File: src/rtl/term_ctrl_if.sv
// term_ctrl_if: byte-stream valid/ready handshake plus the terminal-buffer memory port.
// Defines the shared memory-port macros (DATA_BUS width, MEM_READ / MEM_WRITE encodings).
// master = term_ctrl side, slave = source/buffer side.
`ifndef DATA_BUS
`define DATA_BUS [31:0]
`endif
`ifndef MEM_READ
`define MEM_READ 1'b0
`endif
`ifndef MEM_WRITE
`define MEM_WRITE 1'b1
`endif

interface term_ctrl_if;
  logic           char_valid;
  logic [7:0]     char_data;
  logic           char_ready;
  logic           mem_ena;
  logic           mem_rw;
  logic `DATA_BUS mem_addr;
  logic `DATA_BUS mem_wdata;
  logic `DATA_BUS mem_rdata;

  modport master (
    input  char_valid, char_data, mem_rdata,
    output char_ready, mem_ena, mem_rw, mem_addr, mem_wdata
  );

  modport slave (
    output char_valid, char_data, mem_rdata,
    input  char_ready, mem_ena, mem_rw, mem_addr, mem_wdata
  );
endinterface

File: src/rtl/term_ctrl.sv
// term_ctrl: interprets a byte stream (printable/LF/CR/BS/FF) into terminal-buffer writes, cursor, scroll, clear.
// Latency: a printable byte is written one cycle after acceptance; scroll takes 2*COLS*(ROWS-1)+COLS cycles, clear ROWS*COLS.
// Backpressure: char_ready is high only in IDLE; a byte held during PUT/scroll/clear waits. Macro TERM_CTRL_TAB_EN enables TAB.
`ifndef DATA_BUS
`define DATA_BUS [31:0]
`endif
`ifndef MEM_READ
`define MEM_READ 1'b0
`endif
`ifndef MEM_WRITE
`define MEM_WRITE 1'b1
`endif

module term_ctrl #(
  parameter int COLS = 70,
  parameter int ROWS = 30,
  parameter int AW   = 12
) (
  input  logic        clk,
  input  logic        rst,
  term_ctrl_if.master bus,
  output logic [4:0]  cur_row,
  output logic [6:0]  cur_col,
  output logic        busy
);

  typedef enum logic [2:0] {IDLE, PUT, SCR_RD, SCR_WR, SCR_CLR, CLS} state_t;

  localparam logic [4:0]    ROW_LAST = 5'(ROWS - 1);
  localparam logic [6:0]    COL_LAST = 7'(COLS - 1);
  localparam logic [AW-1:0] COLS_AW  = AW'(COLS);
  localparam logic [AW-1:0] MOVE_END = AW'((ROWS - 1) * COLS - 1);
  localparam logic [AW-1:0] LAST_ROW = AW'((ROWS - 1) * COLS);
  localparam logic [AW-1:0] CELL_END = AW'(ROWS * COLS - 1);

  state_t        state, state_n;
  logic [4:0]    row_n;
  logic [6:0]    col_n;
  logic [AW-1:0] idx, idx_n;
  logic [7:0]    byte_q, byte_n;
  logic          newline;

  logic          ready_c, ena_c, rw_c;
  logic [AW-1:0] addr_c;
  logic [7:0]    wdata_c;
  logic [AW-1:0] put_addr;

  assign put_addr = AW'(cur_row) * COLS_AW + AW'(cur_col);

`ifdef TERM_CTRL_TAB_EN
  logic [7:0] tab_col;
  assign tab_col = {1'b0, cur_col | 7'd7} + 8'd1;
`endif

  // State, cursor, scroll/clear index and latched byte
  always_ff @(posedge clk or negedge rst) begin
    if (!rst) begin
      state   <= IDLE;
      cur_row <= '0;
      cur_col <= '0;
      idx     <= '0;
      byte_q  <= '0;
    end else begin
      state   <= state_n;
      cur_row <= row_n;
      cur_col <= col_n;
      idx     <= idx_n;
      byte_q  <= byte_n;
    end
  end

  // Byte decode, cursor movement and memory-port sequencing
  always_comb begin
    state_n = state;
    row_n   = cur_row;
    col_n   = cur_col;
    idx_n   = idx;
    byte_n  = byte_q;
    newline = 1'b0;
    ready_c = 1'b0;
    ena_c   = 1'b0;
    rw_c    = `MEM_READ;
    addr_c  = '0;
    wdata_c = '0;
    busy    = 1'b0;
    case (state)
      IDLE: begin
        ready_c = 1'b1;
        if (bus.char_valid) begin
          byte_n = bus.char_data;
          if (bus.char_data >= 8'h20 && bus.char_data <= 8'h7E) begin
            state_n = PUT;
          end else begin
            case (bus.char_data)
              8'h0A: newline = 1'b1;
              8'h0D: col_n = '0;
              8'h08: if (cur_col != '0) col_n = cur_col - 7'd1;
              8'h0C: begin
                idx_n   = '0;
                state_n = CLS;
              end
`ifdef TERM_CTRL_TAB_EN
              8'h09: begin
                if (tab_col >= 8'(COLS)) newline = 1'b1;
                else                     col_n   = tab_col[6:0];
              end
`endif
              default: ;
            endcase
          end
          // LF (and TAB past the last column) moves down, scrolling from the bottom row
          if (newline) begin
            col_n = '0;
            if (cur_row == ROW_LAST) begin
              idx_n   = '0;
              state_n = SCR_RD;
            end else begin
              row_n = cur_row + 5'd1;
            end
          end
        end
      end
      PUT: begin
        ena_c   = 1'b1;
        rw_c    = `MEM_WRITE;
        addr_c  = put_addr;
        wdata_c = byte_q;
        state_n = IDLE;
        if (cur_col == COL_LAST) begin
          col_n = '0;
          if (cur_row == ROW_LAST) begin
            idx_n   = '0;
            state_n = SCR_RD;
          end else begin
            row_n = cur_row + 5'd1;
          end
        end else begin
          col_n = cur_col + 7'd1;
        end
      end
      SCR_RD: begin
        busy    = 1'b1;
        ena_c   = 1'b1;
        addr_c  = idx + COLS_AW;
        state_n = SCR_WR;
      end
      SCR_WR: begin
        // Read data from the previous cycle's strobe lands one row up
        busy    = 1'b1;
        ena_c   = 1'b1;
        rw_c    = `MEM_WRITE;
        addr_c  = idx;
        wdata_c = bus.mem_rdata[7:0];
        if (idx == MOVE_END) begin
          idx_n   = LAST_ROW;
          state_n = SCR_CLR;
        end else begin
          idx_n   = idx + 1'b1;
          state_n = SCR_RD;
        end
      end
      SCR_CLR, CLS: begin
        busy    = 1'b1;
        ena_c   = 1'b1;
        rw_c    = `MEM_WRITE;
        addr_c  = idx;
        wdata_c = 8'h20;
        if (idx == CELL_END) begin
          state_n = IDLE;
          if (state == CLS) begin
            row_n = '0;
            col_n = '0;
          end
        end else begin
          idx_n = idx + 1'b1;
        end
      end
      default: state_n = IDLE;
    endcase
  end

  assign bus.char_ready = ready_c;
  assign bus.mem_ena    = ena_c;
  assign bus.mem_rw     = rw_c;
  assign bus.mem_addr   = 32'(addr_c);
  assign bus.mem_wdata  = {24'h0, wdata_c};

endmodule

File: src/flat_wrapper.sv
// flat-port wrapper written by rule: the top's interface ports become plain ports
module term_ctrl_flat 
#(
  parameter int COLS = 70,
  parameter int ROWS = 30,
  parameter int AW   = 12
)
  (clk, rst, cur_row, cur_col, busy, bus_char_valid, bus_char_data, bus_mem_rdata, bus_char_ready, bus_mem_ena, bus_mem_rw, bus_mem_addr, bus_mem_wdata);
  term_ctrl_if bus_i ();
  input  logic clk;
  input  logic rst;
  output logic [4:0] cur_row;
  output logic [6:0] cur_col;
  output logic busy;
  input wire logic [$bits(bus_i.char_valid)-1:0] bus_char_valid;
  input wire logic [$bits(bus_i.char_data)-1:0] bus_char_data;
  input wire logic [$bits(bus_i.mem_rdata)-1:0] bus_mem_rdata;
  output wire logic [$bits(bus_i.char_ready)-1:0] bus_char_ready;
  output wire logic [$bits(bus_i.mem_ena)-1:0] bus_mem_ena;
  output wire logic [$bits(bus_i.mem_rw)-1:0] bus_mem_rw;
  output wire logic [$bits(bus_i.mem_addr)-1:0] bus_mem_addr;
  output wire logic [$bits(bus_i.mem_wdata)-1:0] bus_mem_wdata;
  assign bus_i.char_valid = bus_char_valid;
  assign bus_i.char_data = bus_char_data;
  assign bus_i.mem_rdata = bus_mem_rdata;
  assign bus_char_ready = bus_i.char_ready;
  assign bus_mem_ena = bus_i.mem_ena;
  assign bus_mem_rw = bus_i.mem_rw;
  assign bus_mem_addr = bus_i.mem_addr;
  assign bus_mem_wdata = bus_i.mem_wdata;
  term_ctrl #(.COLS(COLS), .ROWS(ROWS), .AW(AW)) u_core (.clk(clk), .rst(rst), .bus(bus_i), .cur_row(cur_row), .cur_col(cur_col), .busy(busy));
endmodule
File: config.mk
export PLATFORM = sky130hd
export DESIGN_NAME = term_ctrl_flat
export DESIGN_NICKNAME = d
export VERILOG_FILES = /design/src/rtl/term_ctrl_if.sv /design/src/rtl/term_ctrl.sv /design/src/flat_wrapper.sv
export SDC_FILE = /design/constraint.sdc
export NUM_CORES = 1
export LEC_CHECK = 0
export CORE_ASPECT_RATIO = 1.1
export CORE_UTILIZATION = 43
export DETAILED_ROUTE_END_ITERATION = 10
export PLACE_DENSITY = 0.76
export SETUP_SLACK_MARGIN = 0.3
export SLEW_MARGIN = 5
export SYNTH_ARGS = -nofsm -noshare
export SYNTH_HDL_FRONTEND = slang
export SYNTH_SLANG_ARGS = --single-unit
File: constraint.sdc
create_clock -name clk -period 3.55 [get_ports clk]
set_input_delay 0.355 -clock clk [delete_from_list [all_inputs] [get_ports clk]]
set_output_delay 0.355 -clock clk [all_outputs]
set_load 0.01 [all_outputs]
==> metrics <==
status=finished, violations left; failing checks=negative setup slack; die height=103 um; cells taking the most area after synthesis=dfrtp_1, ha_1, buf_4; top cell type's share of synthesized area=22.1%; Port Buffer Count=54; Arrival @ worst endpoint=3250 ps; Routed WL=11,300 um; max cap viols=0; LEAKAGE=2.13 nW; Root Driver=clkbuf_8; Critical Path, Cell by Cell=inv_2, ha_4, inv_4, ha_4, inv_2, fa_1, xor2_1, ha_2, nor3_2, o21ai_1, o211ai_1, nor4b_2, xnor2_1, o21ai_1, buf_2; vias per cell=5.78; first-pass GRT wire length=18,000 um; Slowest-stage cell, CP=fa_1; number of synthesized flops with an enable pin=0; fin crit period=3600 ps; GRT overflow=0; Post-route DRC=0; drt pass-1 iters=4; post-DP HPWL=8090 um; Post-Syn Instances=506; Avg Cell Area, Syn=7.85 um2; pin count of the biggest net entering global routing=36; Critical Path Start Type=flop; CTS Hold Bufs=0; final worst slack=-51.5 ps; Iteration-0 DRC Markers=299; highest cell delay on the worst timing path=520 ps; CORE AREA=8920 um2; Setup Skew=13.6 ps; Worst slew margin=27.6%; GRT Overall Usage=23.4%; CP Capture Type=primary output; r2r startpoint=u_core.state[1]; CTS tree=built; Die Wd=93.6 um; io pins=123; layout cells sized above 1=17.2%; CTS buffer count=5; site row count=36; CP startpoint=u_core.cur_row[3]; max-slew violations=0; share of synthesized registers carrying an async set or reset=100%; clk_lat worst skew=310 ps; Cell Pwr Density=525 nW/um2; sequential area share after synthesis=22.1%; Hold Vio Cnt, Final=0; Post-synth top cells=o21ai_0, buf_4, nor2_1; Die Area=9620 um2; Yosys reg bits=35; Fillers=826; H-tree depth=2; Clock Sinks=35; CP required=3190 ps; clock buffer depth=2; Synth cell types=66; vias in the first global route=3,846; Main synth FF type=dfrtp_1; antenna-violating nets left=0; number of synthesis warnings=0; most frequent cell after synthesis=o21ai_0; CP Class=flop to primary output; fmax=278 MHz; synth-to-layout area growth=25.5%; leading area contributor after synthesis=dfrtp_1; Nets=662; slew at the pin with the worst max-slew slack=1080 ps; synthesized cell area=3970 um2; HP Class=input port to async pin; RSZ-0062 raised after global routing=true; Final Power=0.00262 W; via count=4,043; antenna violations before repair=0; gpl congestion=0.928; number of diodes=0; Setup WS pre-CTS=-313 ps; Crit Path Max Fanout=3; Starting Density=44.5%; final count of negative-setup-slack endpoints=2; wire length per cell=16.1 um; VDD IR-drop max=0.243 mV; fin crit share=101%; CTS clk-pin slew, worst paths=80 ps
-- metal layers --
layer	GRT usage, %	vias to the layer above	part of all wire [%]	routed length [um]
met2	40.6	154	50	5580
met3	3.47	33	5.1	573
met1	29.0	1946	43	4810
li1	-	1910	-	-
met4	9.94	0	2.7	302
met5	0	-	0	0
-- power by group --
group / internal, W / switching [W]
combinational: 0.000825 / 0.000805
sequential: 0.000459 / 0.0000728
clock: 0.000280 / 0.000174
total: 0.00156 / 0.00105
-- area by class of cell --
type	count	area [um2]	area share [%]
clock buffer	5	68.8	1.38
clock inverter	3	67.6	1.36
inverter	23	91.3	1.83
multi-input combinational	424	2900	58.2
sequential	35	877	17.6
tap	114	143	2.86
timing repair buffer	96	837	16.8
-- critical path: cells and delay by family, from the launching register on --
| kind | cells | cell delay (ps) |
|---|---|---|
| XOR/XNOR | 2 | 300 |
| AND/OR/NAND/NOR | 2 | 420 |
| flip-flops | 1 | 420 |
| adder cells (fa/ha/maj) | 4 | 1070 |
| AO/OA/AOI/OAI | 3 | 410 |
| buffers and inverters | 4 | 310 |
-- what timing repair did --
item                                    4_1_cts  5_1_grt
gates resized for setup                      51       15
endpoints found under the setup margin        8        8
pin swaps                                    17       15
buffers inserted                              6        3
-- kinds of logic after synthesis --
kind of cell,count (synthesis),synth area share [%]
AND/OR/NAND/NOR,162,20.7
adder cells (fa/ha/maj),34,11.1
flip-flops,35,22.1
buffers and inverters,90,13.0
AO/OA/AOI/OAI,149,24.4
XOR/XNOR,15,3.31
multiplexers,20,5.29
other,1,0.0945
-- final timing paths --
| path | to | depth (start not counted) | slack [ps] |
|---|---|---|---|
| setup reg to reg | u_core.cur_row[1] | 8 | 780 |
| hold reg to reg | u_core.byte_q[4] | 1 | 520 |
| min in group clk | u_core.byte_q[4] | 1 | 520 |
| max in group asynchronous | u_core.cur_row[3] | 2 | 2720 |
| hold / removal | u_core.byte_q[2] | 2 | 470 |
| setup / recovery | bus_mem_addr[10] | 15 | -50 |
-- metrics by stage --
stage | instance area [um2] | util [%] | instances | hold slack (ps) | TNS, ps
5_1_grt | 4980 | 55.9 | 700 | 535 | -492
3_3_place_gp | 4640 | 52.1 | 683 | 491 | -478
6_report | 4980 | 55.9 | 700 | 470 | -90.4
2_1_floorplan | 4140 | - | 549 | 59.4 | 0
4_1_cts | 4890 | 54.8 | 697 | 496 | 0
3_5_place_dp | 4640 | 52.1 | 683 | 500 | -806
-- layout by cell type (no fill, tap or decap), drive strengths merged, types with 5 or more instances in the layout --
cell           instances
nor3                  17
a21o                   5
or3                    5
o31ai                 12
mux2i                 12
nand3                 18
nand2b                 5
and3                   5
a31oi                  7
dfrtp                 35
inv                   22
conb                  44
nand4                  5
nor2                  41
a211oi                10
nor2b                  6
mux2                   8
buf                   48
nand2                 35
clkdlybuf4s50         45
o41ai                  5
xnor2                  8
ha                    32
o22ai                  5
o21ai                 49
a21oi                 30
xor2                   7
clkbuf                 5
-- flip-flops by register name, indices dropped and copies added (netlist names) --
name            flops
u_core.cur_row      5
u_core.idx         12
u_core.byte_q       8
u_core.cur_col      7
u_core.state        3
(Power assumes the default switching activity.)
